===== src/rtl/sec_daec_scrub_ctrl.sv =====
// Patrol-scrub sequencer for a SEC-DAEC protected memory: walks every word, presents it to an
// external decoder, writes corrected data back and keeps saturating error statistics.
module sec_daec_scrub_ctrl #(
  parameter int ADDR_W   = 10,
  parameter int DEPTH    = 1024,
  parameter int INTERVAL = 256,
  parameter int CNT_W    = 16
) (
  input  logic              clk,
  input  logic              rst,
  input  logic              en,
  input  logic              clear_ue,
  output logic              mem_rd_req,
  output logic [ADDR_W-1:0] mem_rd_addr,
  input  logic              mem_rd_gnt,
  input  logic              mem_rd_rvalid,
  input  logic [71:0]       mem_rd_data,
  output logic [71:0]       dec_codeword,
  input  logic [63:0]       dec_message,
  input  logic [1:0]        dec_error_type,
  output logic              mem_wr_req,
  output logic [ADDR_W-1:0] mem_wr_addr,
  output logic [63:0]       mem_wr_data,
  input  logic              mem_wr_gnt,
  output logic              busy,
  output logic              pass_done,
  output logic [CNT_W-1:0]  se_cnt,
  output logic [CNT_W-1:0]  dae_cnt,
  output logic [CNT_W-1:0]  ue_cnt,
  output logic              ue_flag,
  output logic [ADDR_W-1:0] ue_addr,
  output logic [2:0]        state_dbg
);

  // Handshake: a request rises in its state and stays high with address/data frozen until
  // gnt is seen high at a clock edge; read data is taken only on rvalid while in S_RD_WAIT.

  localparam int                 TIMER_W    = (INTERVAL < 1) ? 1 : $clog2(INTERVAL + 1);
  localparam logic [ADDR_W-1:0]  LAST_ADDR  = ADDR_W'(DEPTH - 1);
  localparam logic [TIMER_W-1:0] TIMER_LOAD = TIMER_W'(INTERVAL);
  localparam logic [CNT_W-1:0]   CNT_MAX    = '1;

  typedef enum logic [2:0] {
    S_IDLE    = 3'd0,
    S_RD_REQ  = 3'd1,
    S_RD_WAIT = 3'd2,
    S_DECODE  = 3'd3,
    S_WR_REQ  = 3'd4,
    S_NEXT    = 3'd5,
    S_WAIT    = 3'd6
  } state_t;

  state_t              state;
  state_t              state_nxt;
  logic [ADDR_W-1:0]   addr;
  logic [TIMER_W-1:0]  timer;
  logic [71:0]         codeword_q;
  logic [63:0]         wr_data_q;
  logic [CNT_W-1:0]    se_q;
  logic [CNT_W-1:0]    dae_q;
  logic [CNT_W-1:0]    ue_q;
  logic                ue_flag_q;
  logic [ADDR_W-1:0]   ue_addr_q;
  logic                last_addr;
  logic                is_ue;

  assign last_addr = (addr == LAST_ADDR);
  assign is_ue     = (state == S_DECODE) && (dec_error_type == 2'b11);

  always_ff @(posedge clk) begin
    if (rst) state <= S_IDLE;
    else     state <= state_nxt;
  end

  // en is only honoured where no memory transaction can be left dangling.
  always_comb begin
    state_nxt = state;
    case (state)
      S_IDLE:    if (en) state_nxt = S_RD_REQ;
      S_RD_REQ:  if (mem_rd_gnt) state_nxt = S_RD_WAIT;
      S_RD_WAIT: if (mem_rd_rvalid) state_nxt = S_DECODE;
      S_DECODE:  state_nxt = (dec_error_type == 2'b01 || dec_error_type == 2'b10) ? S_WR_REQ : S_NEXT;
      S_WR_REQ:  if (mem_wr_gnt) state_nxt = S_NEXT;
      S_NEXT: begin
        if (!en)                state_nxt = S_IDLE;
        else if (INTERVAL == 0) state_nxt = S_RD_REQ;
        else                    state_nxt = S_WAIT;
      end
      S_WAIT: begin
        if (!en)                          state_nxt = S_IDLE;
        else if (timer == TIMER_W'(1))    state_nxt = S_RD_REQ;
      end
      default:   state_nxt = S_IDLE;
    endcase
  end

  always_comb begin
    mem_rd_req = (state == S_RD_REQ);
    mem_wr_req = (state == S_WR_REQ);
    busy       = (state != S_IDLE);
    pass_done  = (state == S_NEXT) && last_addr;
    state_dbg  = state;
  end

  always_ff @(posedge clk) begin
    if (rst) begin
      addr       <= '0;
      timer      <= '0;
      codeword_q <= '0;
      wr_data_q  <= '0;
      se_q       <= '0;
      dae_q      <= '0;
      ue_q       <= '0;
      ue_flag_q  <= 1'b0;
      ue_addr_q  <= '0;
    end else begin
      if (state == S_RD_WAIT && mem_rd_rvalid) codeword_q <= mem_rd_data;

      if (state == S_DECODE) begin
        case (dec_error_type)
          2'b01: begin
            if (se_q != CNT_MAX) se_q <= se_q + 1'b1;
            wr_data_q <= dec_message;
          end
          2'b10: begin
            if (dae_q != CNT_MAX) dae_q <= dae_q + 1'b1;
            wr_data_q <= dec_message;
          end
          2'b11: begin
            if (ue_q != CNT_MAX) ue_q <= ue_q + 1'b1;
            ue_addr_q <= addr;
          end
          default: ;
        endcase
      end

      // A fresh UE wins over a simultaneous clear so it is never lost.
      if (is_ue)         ue_flag_q <= 1'b1;
      else if (clear_ue) ue_flag_q <= 1'b0;

      if (state == S_NEXT) begin
        addr  <= last_addr ? '0 : addr + 1'b1;
        timer <= TIMER_LOAD;
      end else if (state == S_WAIT && timer != '0) begin
        timer <= timer - 1'b1;
      end
    end
  end

  assign mem_rd_addr  = addr;
  assign mem_wr_addr  = addr;
  assign mem_wr_data  = wr_data_q;
  assign dec_codeword = codeword_q;
  assign se_cnt       = se_q;
  assign dae_cnt      = dae_q;
  assign ue_cnt       = ue_q;
  assign ue_flag      = ue_flag_q;
  assign ue_addr      = ue_addr_q;

endmodule

===== config.mk =====
export PLATFORM = sky130hd
export DESIGN_NAME = sec_daec_scrub_ctrl
export DESIGN_NICKNAME = d
export VERILOG_FILES = /design/src/rtl/sec_daec_scrub_ctrl.sv
export SDC_FILE = /design/constraint.sdc
export NUM_CORES = 1
export LEC_CHECK = 0
export CORE_ASPECT_RATIO = 0.5
export CORE_MARGIN = 10
export CORE_UTILIZATION = 63
export CTS_CLUSTER_SIZE = 24
export DETAILED_ROUTE_END_ITERATION = 8
export DONT_BUFFER_PORTS = 1
export MAX_ROUTING_LAYER = met4
export PLACE_DENSITY = 0.89
export SLEW_MARGIN = 25
export SYNTH_ARGS = -nofsm -noshare
export SYNTH_HDL_FRONTEND = slang
export SYNTH_SLANG_ARGS = --single-unit
export TNS_END_PERCENT = 30

===== constraint.sdc =====
create_clock -name clk -period 2.5 [get_ports clk]
set_input_delay 0.375 -clock clk [delete_from_list [all_inputs] [get_ports clk]]
set_output_delay 0.375 -clock clk [all_outputs]
set_load 0.02 [all_outputs]

* Yosys cells after proc, flatten, opt, wreduce, memory -nomap -nowiden *
Cells that the tools add are included.
W data, S select, Z words.

operators by class
  add/sub/neg operators = 5
  equality and inequality tests = 19
  muxes and demuxes = 14
  reductions and logical operators = 18

operator list
  cell                     number
  $add A16 B1 Y16 const B  3
  $ne A16 B16 Y1 const B   3
  $mux W3                  7
  $pmux W3 S7              1
  $mux W9                  2
  $add A10 B1 Y10 const B  1
  $eq A10 B10 Y1 const B   1
  $mux W10                 1
  $eq A3 B3 Y1 const B     3
  $eq A9 B1 Y1 const B     1
  $reduce_and A3 Y1        3
  $reduce_bool A9 Y1       1
  $sub A9 B1 Y9 const B    1
  $eq A3 B2 Y1 const B     2
  $reduce_and A5 Y1        1
  $eq A2 B2 Y1 const B     2
  $logic_and A1 B1 Y1      4
  $ne A2 B1 Y1 const B     2
  $ne A2 B2 Y1 const B     2
  $reduce_and A2 Y1        2
  $reduce_bool A2 Y1       2
  $reduce_or A2 Y1         2
  $eq A3 B1 Y1 const B     1
  $logic_not A3 Y1         1
  5 further kinds          7

word-level totals
  register bits = 217
  word-level logic and storage cells = 67
  input bits = 145

* Logic depth before layout (Yosys ltp) *
Gate-level depths: netlist of run 1.

  depth after elaboration = 4
  depth in mapped cells = 8
  gate-level depth less buffers = 7

* Least setup slack after synthesis of run 1 *
OpenSTA, ideal clock, no wires.

  kind = flip-flop to flip-flop
  start = register state[2] (netlist: state_dbg[2])
  end = register addr[5] (netlist: mem_rd_addr[5])
  library setup time = 0.122 ns
  stages on the path, launching flop included = 6
  slack = 0.441 ns
  period minus slack after synthesis = 2.059 ns
  arrival time = 1.937 ns
  data required time = 2.378 ns
  cells stage by stage = dfxtp_1 > buf_4 > nand3b_1 > nor4_1 > or2_2 > a21oi_1

between the ends
  longest elaborated chain between the ends = 1

ends and longest elaborated chain
  item                    line  source
  start, declared         53    state_t state;
  start signal, assigned  72    else state <= state_nxt;
  $eq A3 B3 Y1            141   if (state == S_NEXT) begin
  end signal, assigned    142   addr <= last_addr ? '0 : addr + 1'b1;
  end, declared           55    logic [ADDR_W-1:0] addr;

Every way passes these cells.
A chain may end at the register's enable or synchronous reset.

* Worst setup path in the final report of run 1 *
  start = register state[2] (netlist: state_dbg[2])
  end = register wr_data_q[39] (netlist: mem_wr_data[39])

between the ends
  longest elaborated chain between the ends = 2

ends and longest elaborated chain
  item                         line  source
  $eq A3 B2 Y1                 119   if (state == S_DECODE) begin
  $reduce_and A2 Y1 (no line)  n/a
  end signal, assigned         123   wr_data_q <= dec_message;
  end signal, assigned         127   wr_data_q <= dec_message;
  end, declared                58    logic [63:0] wr_data_q;

Every way passes these cells.

==> flow_metrics.py, run 1 <==
metrics = {
    "floorplanning": {
        "rows": 30,
        "die_x_um": 186.6,
        "die-height_um": 103.3,
        "initial_core_util_pct": 64.49,
        "coreArea_mm2": 0.01355,
        "die_area_mm2": 0.01927,
        "ios": 367,
    },
    "sta": {
        "min_period_ps": 2438,
        "fin_worst_skew_ps": 10.51,
        "max_freq_ghz": 0.4102,
        "slew_headroom_pct": 52.79,
        "period_share_pct": 97.52,
        "tightest_slew_ps": 708.1,
        "holdWs_ps": 26.91,
        "setup_viol": 0,
        "hold_viol": 0,
        "slew_violations": 0,
        "worst_slack_ps": 62.08,
    },
    "synth": {
        "syn_avg_cell_area_um2": 8.136,
        "synth_warnings": 0,
        "synth_top_family_by_area": "simple AND/OR/NAND/NOR gates",
        "ys_seq_area_share_pct": 49.71,
        "yosysTopAreaCell": "dfxtp_1",
        "synth_top_area_share_pct": 49.71,
        "syn_nets": 1229,
        "async_flop_share_pct": 0,
        "synth_simple_gate_area_share_pct": 26.16,
        "synthAdderAreaFrac_pct": 1.432,
        "syn_area_mm2": 0.008738,
        "synth-compound-area-share_pct": 12.17,
        "synth_xor_area_share_pct": 5.212,
        "ys_types": 55,
        "synth-seq-cells": 217,
        "synth_cells": 1074,
        "synthMuxAreaShare_pct": 0.7016,
        "synthFlopType": "dfxtp_1",
        "synth_area_leaders": "dfxtp_1 (50%), nand2_1 (14%), a21oi_1 (9.3%)",
        "synth_edf_count": 0,
    },
    "detailed_routing": {
        "drc": 0,
        "via_per_inst": 6.020,
        "initialDrtViolationCount": 671,
        "wl_mm": 29.40,
        "first_pass_iters": 5,
        "ant_nets": 0,
        "post_drt_wl_per_cell_um": 21.81,
        "wl_met1_mm": 10.01,
        "met2_length_mm": 14.98,
        "top_layer": "met4",
        "wl_met3_mm": 3.220,
        "num_vias": 8115,
    },
    "clock_tree": {
        "htree_levels": 1,
        "clk_latency_ps": 480,
        "clkSlewWorstSetupHoldPaths_ps": 70,
        "root_buffer": "clkbuf_16",
        "clkSinkCount": 217,
        "post-cts-setup-buffers": 0,
        "cts_buffer_depth": 3,
        "tritoncts": "done",
        "cts_buffers": 19,
    },
    "min_path": {
        "hold_start": "mem_rd_data[25]",
        "holdCritPathClass": "input port to flop",
    },
    "global_route": {
        "grt_usage_pct": 28.93,
        "grt_pass1_vias": 8142,
        "grt-ovfl-total": 0,
        "grt_start_max_net_pins": 117,
        "antenna_found_initial": 0,
        "grt_pass1_wl_mm": 44.55,
    },
    "pwr": {
        "power.density_mw_per_mm2": 819.6,
        "peakVddDrop_uv": 554.8,
        "p_leak_nw": 3.855,
        "power_mw": 8.661,
    },
    "layout": {
        "syn_to_final_growth_pct": 20.93,
        "drive_gt1_share_pct": 7.699,
        "fin_util_pct": 77.99,
        "fill_cells": 822,
        "stdcell_area_mm2": 0.01057,
        "layout_common_cells": "nand2_1 (317), dfxtp_1 (212), a21oi_1 (163), dlygate4sd3_1 (87), nor2_1 (69)",
        "layout_commonest_cell": "nand2_1",
        "antenna_cells": 0,
        "fin_nets": 1299,
    },
    "setup_path": {
        "cp.required_ps": 2920,
        "crit_chain": "and2b_1 -> nand2_1 -> nor2_4 -> buf_12 -> nand2_1 -> a21oi_1 -> dlygate4sd3_1",
        "cp-end-kind": "flop",
        "crit_top_cell": "nand2_1",
        "startpoint_type": "flop",
        "critPathMaxStageDelay_ps": 570,
        "arrival_ps": 2860,
        "r2r-start": "state_dbg[2]",
        "cpLargestDelayFamily": "simple AND/OR/NAND/NOR gates",
        "crit_buf_inv": 2,
        "crit_type": "flop to flop",
        "cp_max_fo": 28,
        "critPathLaunch": "state_dbg[2]",
        "crit_path_top_delay_cell": "dlygate4sd3_1",
    },
    "place": {
        "gp_congestion": 0.9096,
        "post-place-ws_ps": 425.7,
        "port-buffer-count": 0,
        "placed_cell_area_mm2": 0.008925,
        "hpwl_mm": 18.73,
    },
    "status": {
        "status": "finished, final reports clean",
    },
    "job": {
        "drv_cap": 0,
    },
}
==> where the power goes <==
| part | internal (mW) | leakage (nW) | switching [mW] |
|---|---|---|---|
| clock | 2.09 | 0.353 | 1.31 |
| sequential | 3.68 | 1.75 | 0.448 |
| combinational | 0.428 | 1.75 | 0.715 |
==> what timing repair did <==
action                                  in CTS  in global routing
gates resized for setup                      0                  8
endpoints found under the setup margin       0                 77
hold buffers                                88                  0
endpoints found under the hold margin      202                  0
==> cell type report <==
cell class / instances / area (um^2) / share of cell area [%]
Timing Repair Buffer: 122 / 1191 / 11.27
Inverter: 11 / 41.29 / 0.3907
Tap cell: 192 / 240.2 / 2.273
Multi-Input combinational cell: 773 / 4023 / 38.07
Clock inverter: 10 / 211.5 / 2.001
Sequential cell: 217 / 4350 / 41.17
Clock buffer: 23 / 510.5 / 4.831
==> worst paths after layout <==
check        cells past startpoint  slack (ps)               end
min reg2reg                      2         530          timer[1]
max                              7          60   mem_wr_data[39]
min                              2          30  dec_codeword[25]
max reg2reg                      7          60   mem_wr_data[39]
==> state kept, by name, summed over array words and instances (netlist names) <==
signal	flops
ue_addr	10
dae_cnt	16
se_cnt	16
ue_flag	1
mem_rd_addr	10
mem_wr_data	64
dec_codeword	72
ue_cnt	16
state_dbg	3
timer	9
==> cells by family after synthesis <==
family	after synthesis
AND/OR/NAND/NOR	508
adder cells (fa/ha/maj)	10
multiplexers	6
AO/OA/AOI/OAI	196
buffers and inverters	85
XOR/XNOR	52
flip-flops	217
==> per-stage QoR <==
stage | cells | TNS [ps]
finish | 1348 | 0
global route | 1348 | -10.65
CTS | 1347 | 0
detailed placement | 1226 | 0
global placement | 1226 | 0
floorplan | 1074 | 0
==> Yosys cell counts, drive strengths merged, types with 2 or more instances <==
cell,n
a211oi,6
a21oi,163
a31oi,2
a41oi,2
and2,4
and3,8
and4,4
and4b,4
buf,34
clkbuf,40
dfxtp,217
ha,10
inv,11
mux2i,5
nand2,317
nand2b,3
nand3,22
nand3b,3
nand4,19
nand4b,4
nor2,70
nor2b,2
nor3,25
nor3b,4
nor4,8
nor4b,2
o211ai,3
o21ai,12
or2,2
or3,4
xnor2,34
xor2,18
==> layer usage <==
metal / track usage [%] / up-vias
li1: - / 3702
met1: 28.47 / 3831
met2: 52.18 / 478
met3: 10.44 / 104
met4: 12.49 / 0
met5: - / -
Note: power is estimated with default switching activity, not from simulation.
==> run 2: changes to the inputs <==
Settings changed: BUFFER_PORTS_ARGS set to -buffer_cell sky130_fd_sc_hd__buf_4, CAP_MARGIN set to 25, CORE_UTILIZATION 63 to 48, DONT_BUFFER_PORTS 1 to unset, PLACE_DENSITY 0.89 to 0.9.
==> run 2 against run 1 <==
Net effect: setup slack better by 86 ps; total power up 5.3%; final cell count up 23%; largest cell class unchanged.
==> flow_metrics.py, run 2 (synthesis gave the netlist of run 1 again) <==
metrics = {
    "setup_path": {
        "cpLargestDelayFamily": "simple AND/OR/NAND/NOR gates",
        "crit_chain": "buf_4 -> nand3b_1 -> nor4_1 -> buf_4",
        "rr_worst_depth": 6,
        "arrival_ps": 1980,
        "startpoint_type": "flop",
        "cp_max_fo": 11,
        "crit_path_top_delay_cell": "dfxtp_1",
        "r2r-start": "se_cnt[0]",
        "reg2reg_slack_ps": 550,
        "crit_buf_inv": 2,
        "critPathLaunch": "state_dbg[1]",
        "cp-end-kind": "primary output",
        "reg2reg_to": "se_cnt[8]",
        "crit_type": "flop to primary output",
        "cp.required_ps": 2120,
        "critPathMaxStageDelay_ps": 390,
        "critical_path_depth": 4,
        "crit_top_cell": "buf_4",
        "endpoint": "pass_done",
    },
    "sta": {
        "slew_headroom_pct": 52.78,
        "rsz0062_at_grt": "false",
        "worst_slack_ps": 148.4,
        "period_share_pct": 94.06,
        "setup_viol": 0,
        "tightest_slew_ps": 708.3,
        "max_freq_ghz": 0.4252,
        "hold_viol": 0,
        "min_period_ps": 2352,
        "slew_violations": 0,
        "fin_worst_skew_ps": 8.231,
        "fin_tns_setup_ps": 0,
    },
    "clock_tree": {
        "htree_levels": 1,
        "post_cts_resized": 0,
        "cts_buffer_depth": 3,
        "clkSinkCount": 217,
        "tritoncts": "done",
        "clkSlewWorstSetupHoldPaths_ps": 70,
        "post-cts-setup-buffers": 0,
        "root_buffer": "clkbuf_16",
        "clk_latency_ps": 500,
        "cts_buffers": 20,
        "ctsHoldBuffers": 0,
    },
    "floorplanning": {
        "rows": 34,
        "die_area_mm2": 0.02433,
        "coreArea_mm2": 0.01761,
        "initial_core_util_pct": 49.62,
        "ios": 367,
        "die_x_um": 210.8,
        "die-height_um": 115.4,
    },
    "pwr": {
        "internal_power_mw": 6.521,
        "p_sw_mw": 2.602,
        "p_leak_nw": 5.047,
        "pwr-share-seq_pct": 41.8,
        "clkPwrFrac_pct": 37.9,
        "peakVddDrop_uv": 461.5,
        "power.density_mw_per_mm2": 739.4,
        "combPwrFrac_pct": 20.3,
        "swShare_pct": 28.52,
    },
    "layout": {
        "syn_to_final_growth_pct": 41.18,
        "layout_common_cells": "buf_4 (378), nand2_1 (317), dfxtp_1 (217), a21oi_1 (163), nor2_1 (69)",
        "largest_reg_flops": 72,
        "layout_commonest_cell": "buf_4",
        "regArea_mm2": 0.004344,
        "fin_util_pct": 70.05,
        "multiInputGateArea_mm2": 0.004005,
        "stdcell_count": 1652,
        "stdcell_area_mm2": 0.01234,
        "antenna_cells": 0,
        "drive_gt1_share_pct": 30.32,
        "fin_nets": 1559,
        "fill_cells": 1279,
    },
    "global_route": {
        "grt_usage_pct": 23.70,
        "grt_start_max_net_pins": 73,
        "grt_pass1_wl_mm": 45.92,
        "grt-ovfl-total": 0,
        "grt_pass1_vias": 8529,
        "antenna_found_initial": 0,
    },
    "detailed_routing": {
        "initialDrtViolationCount": 693,
        "post_drt_wl_per_cell_um": 18.29,
        "via_per_inst": 5.366,
        "wl_mm": 30.22,
        "ant_nets": 0,
        "first_pass_iters": 5,
        "num_vias": 8865,
        "drc": 0,
    },
    "place": {
        "post-place-ws_ps": 265.4,
        "gp_congestion": 0.8791,
        "port-buffer-count": 366,
        "hpwl_mm": 22.51,
        "dpl.cell_count": 1616,
        "placed_cell_area_mm2": 0.01159,
    },
    "min_path": {
        "hold_start": "mem_rd_data[7]",
        "holdCritPathClass": "input port to flop",
    },
    "status": {
        "status": "finished, final reports clean",
    },
    "job": {
        "drv_cap": 0,
    },
}
run 2: cell count changes in the layout (fill, tap and decap cells not counted), moves of 5 or more:
cell / previous run / this run
dlygate4sd3_1: 87 / 0
dfxtp_1: 212 / 217
buf_4: 31 / 378
dfxtp_2: 5 / 0
run 2: final cells by class:
| class | count | area share [%] |
|---|---|---|
| Clock inverter | 10 | 1.460 |
| Inverter | 11 | 0.3347 |
| Sequential cell | 217 | 35.21 |
| Multi-Input combinational cell | 772 | 32.46 |
| Tap cell | 234 | 2.373 |
| Timing Repair Buffer | 382 | 23.58 |
| Clock buffer | 26 | 4.574 |
run 2: how the worst min path moves through the flow:
| stage | end | slack, ps | depth (start not counted) |
|---|---|---|---|
| after floorplan | timer[1] | 490 | 2 |
| after global placement | mem_wr_data[21] | 440 | 2 |
| after detailed placement | mem_wr_data[6] | 450 | 2 |
| after CTS | dec_codeword[7] | 100 | 3 |
| after global routing | dec_codeword[8] | 110 | 3 |
| final | dec_codeword[7] | 120 | 3 |
run 2: worst register-to-register path: cells and delay by family, from the launching register on:
family          cells  cell delay (ps)
flops               1              440
mux                 1              310
simple gates        3              650
fa+ha+maj           1              220
compound gates      1              210
run 2: per-layer routing:
metal / vias to the layer above / share of wire (%) / wire, um / track usage, %
li1: 4231 / - / - / -
met1: 4156 / 36 / 10870 / 24.81
met2: 375 / 51 / 15440 / 41.34
met3: 103 / 7.9 / 2379 / 6.600
met4: 0 / 5.1 / 1538 / 11.03
met5: - / 0 / 0 / -
run 2: per-stage QoR:
step	power, mW	hold slack, ps
5_1_grt	9.488	106.6
2_1_floorplan	4.914	490.6
3_5_place_dp	5.719	446.6
4_1_cts	9.176	103.9
6_report	9.122	118.5
3_3_place_gp	5.649	441.8
run 2: power groups by stage:
stage	Sequential (mW)	Clock, mW	Combinational, mW
2_1_floorplan	4.13	0	0.785
3_3_place_gp	3.87	0	1.78
3_5_place_dp	3.89	0	1.83
4_1_cts	3.82	3.52	1.84
5_1_grt	3.84	3.66	1.99
6_report	3.82	3.46	1.85
==> run 3: changes to the inputs <==
Settings changed: SETUP_SLACK_MARGIN set to 0.4.
==> run 3 against run 2 <==
Net effect: fmax grew 13%; final area increased by 0.52%; sequential power is essentially flat; first-iteration DRC count increased by 8.8%; register-to-register slack about the same; clock power hardly changed; count of clock-buffer cells in the layout stayed put; clock skew grew 0.52 ps; setup slack improved by 270 ps; hold slack about the same; routed wire length grew 1.3%; die area unchanged; critical path type unchanged; highest routed layer unchanged.
==> flow_metrics.py, run 3 (synthesis gave the netlist of run 1 again) <==
metrics = {
    "pwr": {
        "peakVddDrop_uv": 465.9,
        "combPwrFrac_pct": 20.3,
        "pwr-share-seq_pct": 41.8,
        "p_leak_nw": 5.069,
        "power.density_mw_per_mm2": 737.6,
        "clkPwrFrac_pct": 37.9,
        "internal_power_mw": 6.534,
        "p_sw_mw": 2.612,
        "swShare_pct": 28.56,
    },
    "setup_path": {
        "critical_path_depth": 4,
        "rr_worst_depth": 6,
        "reg2reg_to": "se_cnt[8]",
        "cp-end-kind": "primary output",
        "arrival_ps": 1700,
        "crit_type": "flop to primary output",
        "cp_max_fo": 6,
        "reg2reg_slack_ps": 540,
        "critPathLaunch": "mem_rd_addr[1]",
        "endpoint": "pass_done",
        "crit_buf_inv": 1,
        "crit_path_top_delay_cell": "dfxtp_4",
        "cpLargestDelayFamily": "flip-flops",
        "r2r-start": "se_cnt[0]",
        "critPathMaxStageDelay_ps": 390,
        "startpoint_type": "flop",
        "crit_chain": "ha_2 -> nand2_1 -> nor4_2 -> buf_4",
        "cp.required_ps": 2120,
    },
    "detailed_routing": {
        "initialDrtViolationCount": 754,
        "via_per_inst": 5.412,
        "num_vias": 8963,
        "ant_nets": 0,
        "first_pass_iters": 6,
        "wl_mm": 30.61,
        "drc": 0,
        "post_drt_wl_per_cell_um": 18.48,
    },
    "sta": {
        "max_freq_ghz": 0.4808,
        "slew_violations": 0,
        "fin_worst_skew_ps": 8.747,
        "period_share_pct": 83.20,
        "hold_viol": 0,
        "fin_tns_setup_ps": 0,
        "tightest_slew_ps": 711.0,
        "setup_viol": 0,
        "slew_headroom_pct": 52.60,
        "rsz0062_at_grt": "false",
        "min_period_ps": 2080,
    },
    "layout": {
        "fin_nets": 1563,
        "stdcell_area_mm2": 0.01240,
        "antenna_cells": 0,
        "syn_to_final_growth_pct": 41.91,
        "layout_common_cells": "buf_4 (381), nand2_1 (317), dfxtp_1 (208), a21oi_1 (163), nor2_1 (69)",
        "drive_gt1_share_pct": 31.36,
        "layout_commonest_cell": "buf_4",
        "fill_cells": 1261,
        "largest_reg_flops": 72,
    },
    "clock_tree": {
        "root_buffer": "clkbuf_16",
        "cts_buffers": 20,
        "htree_levels": 1,
        "clkSlewWorstSetupHoldPaths_ps": 70,
        "ctsHoldBuffers": 0,
        "cts_buffer_depth": 3,
        "clk_latency_ps": 500,
        "clkSinkCount": 217,
        "tritoncts": "done",
    },
    "place": {
        "port-buffer-count": 366,
        "hpwl_mm": 22.51,
        "gp_congestion": 0.8791,
        "placed_cell_area_mm2": 0.01159,
    },
    "floorplanning": {
        "die_area_mm2": 0.02433,
        "coreArea_mm2": 0.01761,
        "ios": 367,
        "die-height_um": 115.4,
        "initial_core_util_pct": 49.62,
        "die_x_um": 210.8,
        "rows": 34,
    },
    "global_route": {
        "antenna_found_initial": 0,
        "grt_usage_pct": 23.77,
        "grt_start_max_net_pins": 73,
        "grt_pass1_vias": 8558,
        "grt-ovfl-total": 0,
        "grt_pass1_wl_mm": 46.10,
    },
    "job": {
        "drv_cap": 0,
    },
    "min_path": {
        "holdCritPathClass": "input port to flop",
    },
    "status": {
        "status": "finished, final reports clean",
    },
}
==> run 3: layer usage <==
| layer | up-vias | part of all wire, % | global-route usage [%] |
|---|---|---|---|
| met2 | 444 | 51 | 41.49 |
| met1 | 4181 | 36 | 24.94 |
| met3 | 103 | 8.1 | 6.573 |
| met4 | 0 | 4.9 | 10.93 |
| met5 | - | 0 | - |
| li1 | 4235 | - | - |
==> run 3: worst min-delay path by stage <==
| stage | start | endpoint | depth (start not counted) |
|---|---|---|---|
| 6_report | mem_rd_data[7] | dec_codeword[7] | 3 |
| 5_1_grt | mem_rd_data[8] | dec_codeword[8] | 3 |
| 4_1_cts | mem_rd_data[7] | dec_codeword[7] | 3 |
| 3_5_place_dp | mem_wr_data[6] | mem_wr_data[6] | 2 |
| 3_3_place_gp | mem_wr_data[21] | mem_wr_data[21] | 2 |
| 2_1_floorplan | timer[1] | timer[1] | 2 |
==> run 3: metrics by stage <==
stage | utilization [%] | hold slack [ps] | setup slack, ps | power, mW | std cells
6_report | 70.41 | 119.0 | 420.1 | 9.147 | 1656
5_1_grt | 70.41 | 106.6 | 363.5 | 9.508 | 1656
3_3_place_gp | 65.81 | 441.8 | 407.8 | 5.649 | 1616
3_5_place_dp | 65.81 | 446.6 | 265.4 | 5.719 | 1616
2_1_floorplan | - | 490.6 | 441.3 | 4.914 | 1074
4_1_cts | 70.16 | 103.9 | 343.6 | 9.188 | 1653
==> run 3: cell type report <==
cell class | count | area [um^2] | share of cell area [%]
Clock inverter | 10 | 180.2 | 1.453
Inverter | 11 | 41.29 | 0.3330
Tap cell | 234 | 292.8 | 2.361
Multi-Input combinational cell | 772 | 4019 | 32.41
Sequential cell | 217 | 4360 | 35.16
Timing Repair Buffer | 386 | 2943 | 23.73
Clock buffer | 26 | 564.3 | 4.551
==> run 3: power by group through the flow <==
stage,logic [mW],registers (mW),clock network (mW)
detailed placement,1.83,3.89,0
global route,2.01,3.84,3.66
floorplan,0.785,4.13,0
CTS,1.85,3.82,3.52
global placement,1.78,3.87,0
finish,1.86,3.82,3.47
==> run 3: timing repair <==
action                     CTS  global route
setup endpoints to repair   58             1
pin swaps                    0             1
setup buffers                1             3
gates resized for setup      5            11
==> run 3: worst reg2reg max path, stage by stage, from the launching register on <==
cell	delay (ps)
dfxtp_1	440
ha_1	220
nand3_1	190
nor3b_1	330
a31oi_1	210
nand3_1	140
mux2_1	310
